$ cat src/rtl/commit_mon.sv
// commit_mon: per-hart commit monitor emitting timestamped graduation/exception/hang records through a FIFO
module commit_mon #(
  parameter int W = 2,
  parameter int D = 8,
  parameter int H = 0
) (
  input  logic            clock,
  input  logic            reset_n,
  input  logic [31:0]     cfg_hang,
  input  logic [4:0]      cfg_grad,
  input  logic [63:0]     cfg_xmask,
  input  logic [W-1:0]    cmt_vld,
  input  logic [W*64-1:0] cmt_pc,
  input  logic [W*32-1:0] cmt_instr,
  input  logic            wfi,
  input  logic            expt_vld,
  input  logic [63:0]     expt_cause,
  input  logic [63:0]     expt_pc,
  input  logic [31:0]     expt_instr,
  output logic            ev_valid,
  input  logic            ev_ready,
  output logic [1:0]      ev_type,
  output logic [7:0]      ev_hart,
  output logic [63:0]     ev_time,
  output logic [63:0]     ev_pc,
  output logic [63:0]     ev_data,
  output logic            hang_o,
  output logic [31:0]     drop_cnt
);
  localparam int AW = $clog2(D);
  typedef struct packed {
    logic [1:0]  t;
    logic [63:0] tm;
    logic [63:0] pc;
    logic [63:0] data;
  } rec_t;
  rec_t mem [D];
  rec_t win_rec;
  logic [63:0] cyc_q, last_pc_q, gpc, lpc;
  logic [31:0] hang_cnt_q, grad_cnt_q, last_instr_q, ginstr, linstr, k, mask;
  logic [AW-1:0] wr_q, rd_q;
  logic [AW:0] cnt_q;
  logic [32:0] dsum;
  logic [1:0] ndrop;
  logic act, hang_c, expt_c, grad_c, win, push, pop, unused_instr;
  assign unused_instr = ^expt_instr;
  assign act = |cmt_vld | wfi;
  assign mask = (32'd1 << cfg_grad) - 32'd1;
  assign hang_c = ~act & (cfg_hang != 32'd0) & (hang_cnt_q == cfg_hang);
  assign expt_c = expt_vld & ~((expt_cause[63:6] == '0) & cfg_xmask[expt_cause[5:0]]);
  assign win = hang_c | expt_c | grad_c;
  assign push = win & ~cnt_q[AW];
  assign ev_valid = cnt_q != '0;
  assign pop = ev_valid & ev_ready;
  assign ndrop = {1'b0, hang_c} + {1'b0, expt_c} + {1'b0, grad_c} - {1'b0, win} + {1'b0, win & ~push};
  assign dsum = {1'b0, drop_cnt} + {31'd0, ndrop};
  assign {ev_type, ev_time, ev_pc, ev_data} = ev_valid ? mem[rd_q] : '0;
  assign ev_hart = ev_valid ? 8'(H) : 8'd0;
  // pick the lowest sampled lane, track the highest valid lane and count commits
  always_comb begin
    grad_c = 1'b0;
    gpc = '0;
    ginstr = '0;
    lpc = '0;
    linstr = '0;
    k = '0;
    for (int i = 0; i < W; i++) begin
      if (cmt_vld[i]) begin
        if (!grad_c && (((grad_cnt_q + k) & mask) == 32'd0)) begin
          grad_c = 1'b1;
          gpc = cmt_pc[64*i +: 64];
          ginstr = cmt_instr[32*i +: 32];
        end
        lpc = cmt_pc[64*i +: 64];
        linstr = cmt_instr[32*i +: 32];
        k = k + 32'd1;
      end
    end
  end
  // winning record: hang beats exception beats graduation
  always_comb begin
    win_rec = hang_c ? rec_t'({2'd2, cyc_q, last_pc_q, 32'd0, last_instr_q})
            : expt_c ? rec_t'({2'd1, cyc_q, expt_pc, expt_cause})
            : rec_t'({2'd0, cyc_q, gpc, 32'd0, ginstr});
  end
  // counters, hang level, last commit capture and FIFO bookkeeping
  always_ff @(posedge clock or negedge reset_n) begin
    if (!reset_n) begin
      cyc_q <= '0;
      hang_cnt_q <= '0;
      hang_o <= 1'b0;
      grad_cnt_q <= '0;
      last_pc_q <= '0;
      last_instr_q <= '0;
      wr_q <= '0;
      rd_q <= '0;
      cnt_q <= '0;
      drop_cnt <= '0;
    end else begin
      cyc_q <= cyc_q + 64'd1;
      hang_cnt_q <= act ? '0 : (&hang_cnt_q ? hang_cnt_q : hang_cnt_q + 32'd1);
      hang_o <= ~act & (cfg_hang != 32'd0) & (hang_cnt_q >= cfg_hang);
      grad_cnt_q <= grad_cnt_q + k;
      if (|cmt_vld) begin
        last_pc_q <= lpc;
        last_instr_q <= linstr;
      end
      if (push) wr_q <= wr_q + AW'(1);
      if (pop) rd_q <= rd_q + AW'(1);
      cnt_q <= cnt_q + (AW+1)'(push) - (AW+1)'(pop);
      drop_cnt <= dsum[32] ? '1 : dsum[31:0];
    end
  end
  // record storage, no reset needed since reads are gated by the count
  always_ff @(posedge clock) begin
    if (push) mem[wr_q] <= win_rec;
  end
endmodule

$ cat config.mk
export PLATFORM = sky130hd
export DESIGN_NAME = commit_mon
export DESIGN_NICKNAME = d
export VERILOG_FILES = /design/src/rtl/commit_mon.sv
export SDC_FILE = /design/constraint.sdc
export NUM_CORES = 2
export LEC_CHECK = 0
export CORE_UTILIZATION = 28
export CTS_BUF_LIST = sky130_fd_sc_hd__clkbuf_8
export CTS_CLUSTER_DIAMETER = 30
export DETAILED_ROUTE_END_ITERATION = 16
export HOLD_SLACK_MARGIN = 0.08
export MAX_ROUTING_LAYER = met4
export PLACE_DENSITY = 0.53
export REMOVE_ABC_BUFFERS = 1
export SLEW_MARGIN = 20
export SYNTH_ARGS = -nofsm -noshare
export SYNTH_HDL_FRONTEND = slang
export SYNTH_SLANG_ARGS = --single-unit
$ cat constraint.sdc
create_clock -name clock -period 29.1 [get_ports clock]
set_input_delay 8.73 -clock clock [delete_from_list [all_inputs] [get_ports clock]]
set_output_delay 8.73 -clock clock [all_outputs]
set_load 0.01 [all_outputs]
# Word level (Yosys, flattened, before mapping)
# Memories as Yosys holds them, arrays and structs flattened.
# Index checks and enable logic that the tools add are counted.
word_totals:
  out_inout_bits: 236
  mem_bits_rw: 1552
  word_cells: 85
  memories: 1
  in_bits: 460
  register_bits: 267
op_classes:
  mux: 28
  shift: 1
  n_addsub: 15
  n_reduce_logical: 9
  n_eq_ne: 2
  magnitude_cmp: 2
  bitwise: 17
mem_list:
  columns: ["name", "depth", "word_bits", "rd", "rd_clocked_by_memory_dff", "wr", "line_no", "text"]
  rows:
  - ["mem", 8, 194, 1, 0, 1, "37", "rec_t mem [D];"]
op_table:
  columns: ["operator", "count"]
  rows:
  - ["$mux W194", 2]
  - ["$mux W64", 6]
  - ["$mux W32", 10]
  - ["$mux W193", 1]
  - ["$add A32 B1 Y32 const B", 2]
  - ["$add A32 B32 Y32", 2]
  - ["$add A64 B1 Y64 const B", 1]
  - ["$and A32 B32 Y32", 2]
  - ["$logic_not A32 Y1", 2]
  - ["$logic_not A58 Y1", 1]
  - ["$add A32 B2 Y33", 1]
  - ["$eq A32 B32 Y1", 1]
  - ["$ge A32 B32 Y1", 1]
  - ["$reduce_and A32 Y1", 1]
  - ["$reduce_bool A32 Y1", 1]
  - ["$shl A1 B5 Y32 const A", 1]
  - ["$sub A32 B1 Y32 const B", 1]
  - ["$and A1 B1 Y1", 8]
  - ["$mux W1", 8]
  - ["$lt A6 B7 Y1 const B", 1]
  - ["$add A3 B1 Y3 const B", 2]
  - ["$bmux W1 S6", 1]
  - ["$add A2 B1 Y2", 2]
  - ["$add A4 B1 Y4", 1]
  - ["other kinds (10)", 15]

# Logic depth before layout (Yosys ltp)
depth:
  depth_word: 17
  mapped_depth: 32
  ltp_nobuf: 26

# Worst setup path before layout
# Ideal clock, no wire load.
synth_timing:
  kind: "input-to-reg"
  start: "in cfg_grad[4]"
  end: "mem mem[4][0] (netlist name), enable pin"
  setup_time_ps: 1290
  setup_slack_ps: -4045
  cell_stages: 16
  required_ps: 27810
  arrival_ps: 31855
  path_buffers: 4
  path_cell_list: "clkbuf_1 buf_2 or2_2 or3_1 ha_1 clkbuf_1 a2111oi_0 a211oi_1 a21o_1 nor4_1 nand4_1 or2_2 o211ai_1 o21ai_1 clkbuf_1 nor4b_1"
synth_via:
  elab_chain_cells: 14
  elab_cells_between_ends: 16
  cone_classes: "add/sub (1); shift (1); mux (6); bitwise (4); reduce/logical (4)"
synth_rtl:
  columns: ["item", "line_no", "text"]
  rows:
  - ["from (decl)", "10", "input logic [4:0] cfg_grad,"]
  - ["$shl A1 B5 Y32 (*)", "48", "assign mask = (32'd1 << cfg_grad) - 32'd1;"]
  - ["$sub A32 B1 Y32 (*)", "48", null]
  - ["$and A32 B32 Y32", "69", "if (!grad_c && (((grad_cnt_q + k) & mask) == 32'd0)) begin"]
  - ["$logic_not A32 Y1", "69", null]
  - ["$mux W1", "69", null]
  - ["$mux W1", "68", "if (cmt_vld[i]) begin"]
  - ["$logic_not A1 Y1", "69", null]
  - ["$logic_and A1 B1 Y1", "69", null]
  - ["$mux W1", "69", null]
  - ["$mux W1 (*)", "68", null]
  - ["$or A1 B1 Y1 (*)", "51", "assign win = hang_c | expt_c | grad_c;"]
  - ["$and A1 B1 Y1 (*)", "52", "assign push = win & ~cnt_q[AW];"]
  - ["$mux W1 (*)", "116", "if (push) mem[wr_q] <= win_rec;"]
  - ["$mux W1 (implied by the code) (*)", "116", null]
  - ["to (decl)", "37", null]
# Every way passes the cells marked *; elsewhere a longest branch is shown, timed or not.

# Worst setup path in the final report
layout_timing:
  start: "in cfg_grad[0]"
  end: "reg drop_cnt[26]"
layout_via:
  elab_chain_cells: 17
  elab_cells_between_ends: 21
  cone_classes: "add/sub (5); shift (1); mux (5); bitwise (6); reduce/logical (4)"
layout_rtl:
  columns: ["item", "line_no", "text"]
  rows:
  - ["$shl A1 B5 Y32 (*)", "48", null]
  - ["$sub A32 B1 Y32 (*)", "48", null]
  - ["$and A32 B32 Y32", "69", null]
  - ["$logic_not A32 Y1", "69", null]
  - ["$mux W1", "69", null]
  - ["$mux W1", "68", null]
  - ["$logic_not A1 Y1", "69", null]
  - ["$logic_and A1 B1 Y1", "69", null]
  - ["$mux W1", "69", null]
  - ["$mux W1 (*)", "68", null]
  - ["parallel branches: the longest is 4 deep, another holds $add A2 B1 Y2", null, null]
  - ["$add A2 B1 Y2 (*)", "55", "assign ndrop = {1'b0, hang_c} + {1'b0, expt_c} + {1'b0, grad_c} - {1'b0, win} + {1'b0, win & ~push};"]
  - ["$add A32 B2 Y33 (*)", "56", "assign dsum = {1'b0, drop_cnt} + {31'd0, ndrop};"]
  - ["$mux W32 (*)", "111", "drop_cnt <= dsum[32] ? '1 : dsum[31:0];"]
  - ["to (signal assigned)", "111", null]
  - ["to (decl)", "28", "output logic [31:0] drop_cnt"]
# Every way passes the cells marked *.
# A chain may end at the register's enable or synchronous reset.

==> impl_metrics.env <==
export IMPL_final_min_clock_period_ps=17150
export IMPL_finalPower_mw=8.780
export IMPL_worstSetupPathType="in -> reg"
export IMPL_r2r_cells=24
export IMPL_dpl_hpwl_um=135600
export IMPL_cp_data_required_time_ps=29950
export IMPL_critPathMaxStageDelay_ps=770
export IMPL_netlist_area_leader_share_pct=59.71
export IMPL_synthFlopType="edfxtp_1"
export IMPL_worstReg2RegStart="grad_cnt_q[0]"
export IMPL_slowest_stage="clkdlybuf4s50_1"
export IMPL_fillers=26620
export IMPL_maxSlewViolCount=0
export IMPL_timing_fmax_mhz=58.33
export IMPL_slew_headroom_pct=24.13
export IMPL_async_flop_share_pct=14.63
export IMPL_hold_class="reg -> reg"
export IMPL_cp_max_fo=33
export IMPL_clock_skew_ps=91.12
export IMPL_clk_path_buf_depth=4
export IMPL_port_buffers=655
export IMPL_boundaryPins=696
export IMPL_synth_commonest_cells="edfxtp_1 (1552), nor2_1 (483), mux4_2 (388)"
export IMPL_drtPass1Iterations=10
export IMPL_drc=0
export IMPL_cts_hold_buf=0
export IMPL_synth_top_area_cell="edfxtp_1"
export IMPL_synth_area_leaders="edfxtp_1 (60%), mux4_2 (11%), dfrtp_1 (8.5%), mux2i_1 (2.9%), mux2_2 (2.8%)"
export IMPL_place_congestion=0.8669
export IMPL_tns_ps=0
export IMPL_clk_pin_slew_ps=50
export IMPL_cts_root_buffer="clkbuf_8"
export IMPL_drtIter0Drc=3341
export IMPL_fin_cells=9744
export IMPL_status="finished clean"
export IMPL_ys_types=73
export IMPL_ir_worst_vdd_uv=48.73
export IMPL_synth_seq_cells=1818
export IMPL_syn2layout_area_growth_pct=25.24
export IMPL_grt_max_degree=104
export IMPL_drtAntennaViolNets=0
export IMPL_worstMarginPinSlew_ps=1138
export IMPL_die_area_sq_um=280900
export IMPL_drive_gt1_share_pct=22.70
export IMPL_htreeDepth=5
export IMPL_max_cap_violations=0
export IMPL_synth_edf_count=1552
export IMPL_grtUsageTotal_pct=16.08
export IMPL_finalHoldViolations=0
export IMPL_endpoint_kind="flop"
export IMPL_critPathArrivalTime_ps=18000
export IMPL_start_util_pct=28.20
export IMPL_numCtsBuffers=407
export IMPL_min_delay_start="last_instr_q[10]"
export IMPL_first_global_vias=49730
export IMPL_min_period_over_period_pct=58.92
export IMPL_dp_cells=8977
export IMPL_rsz0062_at_grt="no"
export IMPL_powerDensity_nw_per_um2=89.83
export IMPL_whs_endpoint="last_instr_q[10]"
export IMPL_critPathTopFamily="simple AND/OR/NAND/NOR gates"
export IMPL_vias=46460
export IMPL_cts_tree="built"
export IMPL_p_leak_nw=33.91
export IMPL_vias_per_cell=4.768
export IMPL_post_cts_setup_buffers=0
export IMPL_fin_ws_ps=11950
export IMPL_yosys_warnings=0
export IMPL_worstHoldPathCells=1
export IMPL_core_sq_um=276700
export IMPL_place_ws_ps=11010
export IMPL_nets=6197
export IMPL_syn_inst=4821
export IMPL_setup_viol=0
export IMPL_post_drt_wl_per_cell_um=22.90
export IMPL_syn_avg_cell_area_sq_um=16.19
export IMPL_cts_resized_gates=0
export IMPL_syn_area_sq_um=78050
export IMPL_start_kind="input pin"
export IMPL_cp_num_buf_inv=3
export IMPL_overflow=0
export IMPL_synth_most_common_cell="edfxtp_1"
export IMPL_die_w_um=530.0
export IMPL_ys_seq_area_share_pct=68.24
export IMPL_clock_latency_ps=1010
export IMPL_reg2reg_to="drop_cnt[26]"
export IMPL_grt_antenna_before_repair=31
export IMPL_rrSetupSlack_ps=21040
export IMPL_wl_um=223100
export IMPL_grt_pass1_wl_um=325000
export IMPL_row_count=193
export IMPL_crit_top_cell="ha_1"
export IMPL_die_y_um=530.0
export IMPL_clock_sinks=1818
==> worst max-delay path by stage <==
stage / from / end / slack, ps / depth (start not counted)
CTS: cfg_grad[0] / drop_cnt[26] / 12080 / 26
floorplan: cfg_grad[1] / mem[4][0] / -6500 / 12
detailed placement: cfg_grad[0] / drop_cnt[26] / 11010 / 26
finish: cfg_grad[0] / drop_cnt[26] / 11950 / 26
global placement: cfg_grad[0] / drop_cnt[26] / 11070 / 26
global route: cfg_grad[0] / drop_cnt[26] / 11230 / 26
==> layer usage <==
layer  share of wire, %  wire, um  track usage (%)  up-vias
li1                   -         -                -    20530
met1                 44     98120            20.45    24040
met2                 47    103800            25.00     1490
met3                6.0     13410            3.518      404
met4                3.5      7790            6.196        0
met5                  0         0                -        -
==> power by group <==
group          internal, mW  switching, mW
Combinational          1.21           1.37
Sequential             3.11          0.117
Clock                  1.76           1.21
Total                  6.09           2.69
==> placed cells by master, fill, tap and decap left out, types with 13 or more instances in the layout <==
| master | instances |
|---|---|
| clkdlybuf4s50_1 | 651 |
| mux2i_1 | 228 |
| nand2b_1 | 14 |
| xor2_1 | 75 |
| diode_2 | 18 |
| nor4_1 | 31 |
| xnor2_1 | 96 |
| and4_1 | 13 |
| edfxtp_1 | 1552 |
| clkinv_4 | 14 |
| dfrtp_1 | 263 |
| a22oi_1 | 14 |
| nor3_1 | 118 |
| o21ai_0 | 125 |
| a21o_1 | 15 |
| a31oi_1 | 16 |
| mux4_2 | 388 |
| ha_1 | 51 |
| nand4_1 | 53 |
| clkinv_1 | 45 |
| inv_1 | 150 |
| nand2_1 | 308 |
| buf_4 | 94 |
| clkinv_2 | 71 |
| nor2_1 | 482 |
| a21oi_1 | 28 |
| mux2_2 | 194 |
| nor2b_1 | 14 |
| and2_1 | 39 |
| and3_1 | 26 |
| o22ai_1 | 89 |
| bufinv_16 | 37 |
| clkinvlp_4 | 37 |
| clkbuf_8 | 446 |
| nand3_1 | 71 |
==> kinds of logic (layout without fill, tap and decap cells) <==
kind of cell	after synthesis	after routing	synth area share [%]
compound gates	357	357	2.894
xor+xnor	171	171	1.919
fa+ha+maj	56	56	0.9362
buf+inv	379	1572	1.961
flops	1818	1818	68.24
mux	810	810	16.92
other cells	1	26	0.004805
simple gates	1229	1229	7.127
==> area by class of cell <==
class	instances	area (sq um)	share of cell area, %
diodes	18	45.04	0.04608
clock buffers	446	6138	6.280
clock inverters	303	2574	2.633
inverters	69	264.0	0.2701
multi-input cells	2631	23450	23.99
flip-flops and latches	1818	53270	54.50
well taps	3705	4636	4.743
repair buffers	754	7365	7.534
==> flip-flops by register name, summed over array words and instances, names as in the netlist <==
| register | cells |
|---|---|
| hang_cnt_q | 32 |
| hang_o | 1 |
| mem | 1552 |
| rd_q | 3 |
| grad_cnt_q | 31 |
| wr_q | 3 |
| cnt_q | 4 |
| last_instr_q | 32 |
| drop_cnt | 32 |
| cyc_q | 64 |
| last_pc_q | 64 |
==> metrics by stage <==
step | cell area [sq um] | util [%] | hold slack [ps]
after floorplan | 76800 | - | 479.1
after global placement | 88960 | 32.15 | 487.5
after detailed placement | 88980 | 32.15 | 493.0
after CTS | 97690 | 35.30 | 504.6
after global routing | 97740 | 35.32 | 510.3
final | 97750 | 35.32 | 502.1
==> worst register-to-register path: stages (launching register included) <==
cell     delay, ps
dfrtp_1        400
ha_1           200
ha_1           220
nand4_1        230
or4_1          690
nor2_1         180
xor2_1         110
a211o_1        310
o31ai_1        360
nor4b_2        520
nor2_1         100
inv_1           70
ha_1           240
fa_1           510
inv_1           40
ha_1           180
xor2_1         150
xnor2_1        590
fa_1           400
nand4_1        130
nor3_1         440
nand3_1        290
nor3_1         570
nand2_1        750
o21ai_0        300
No activity file was read; power rests on OpenSTA's default activity.
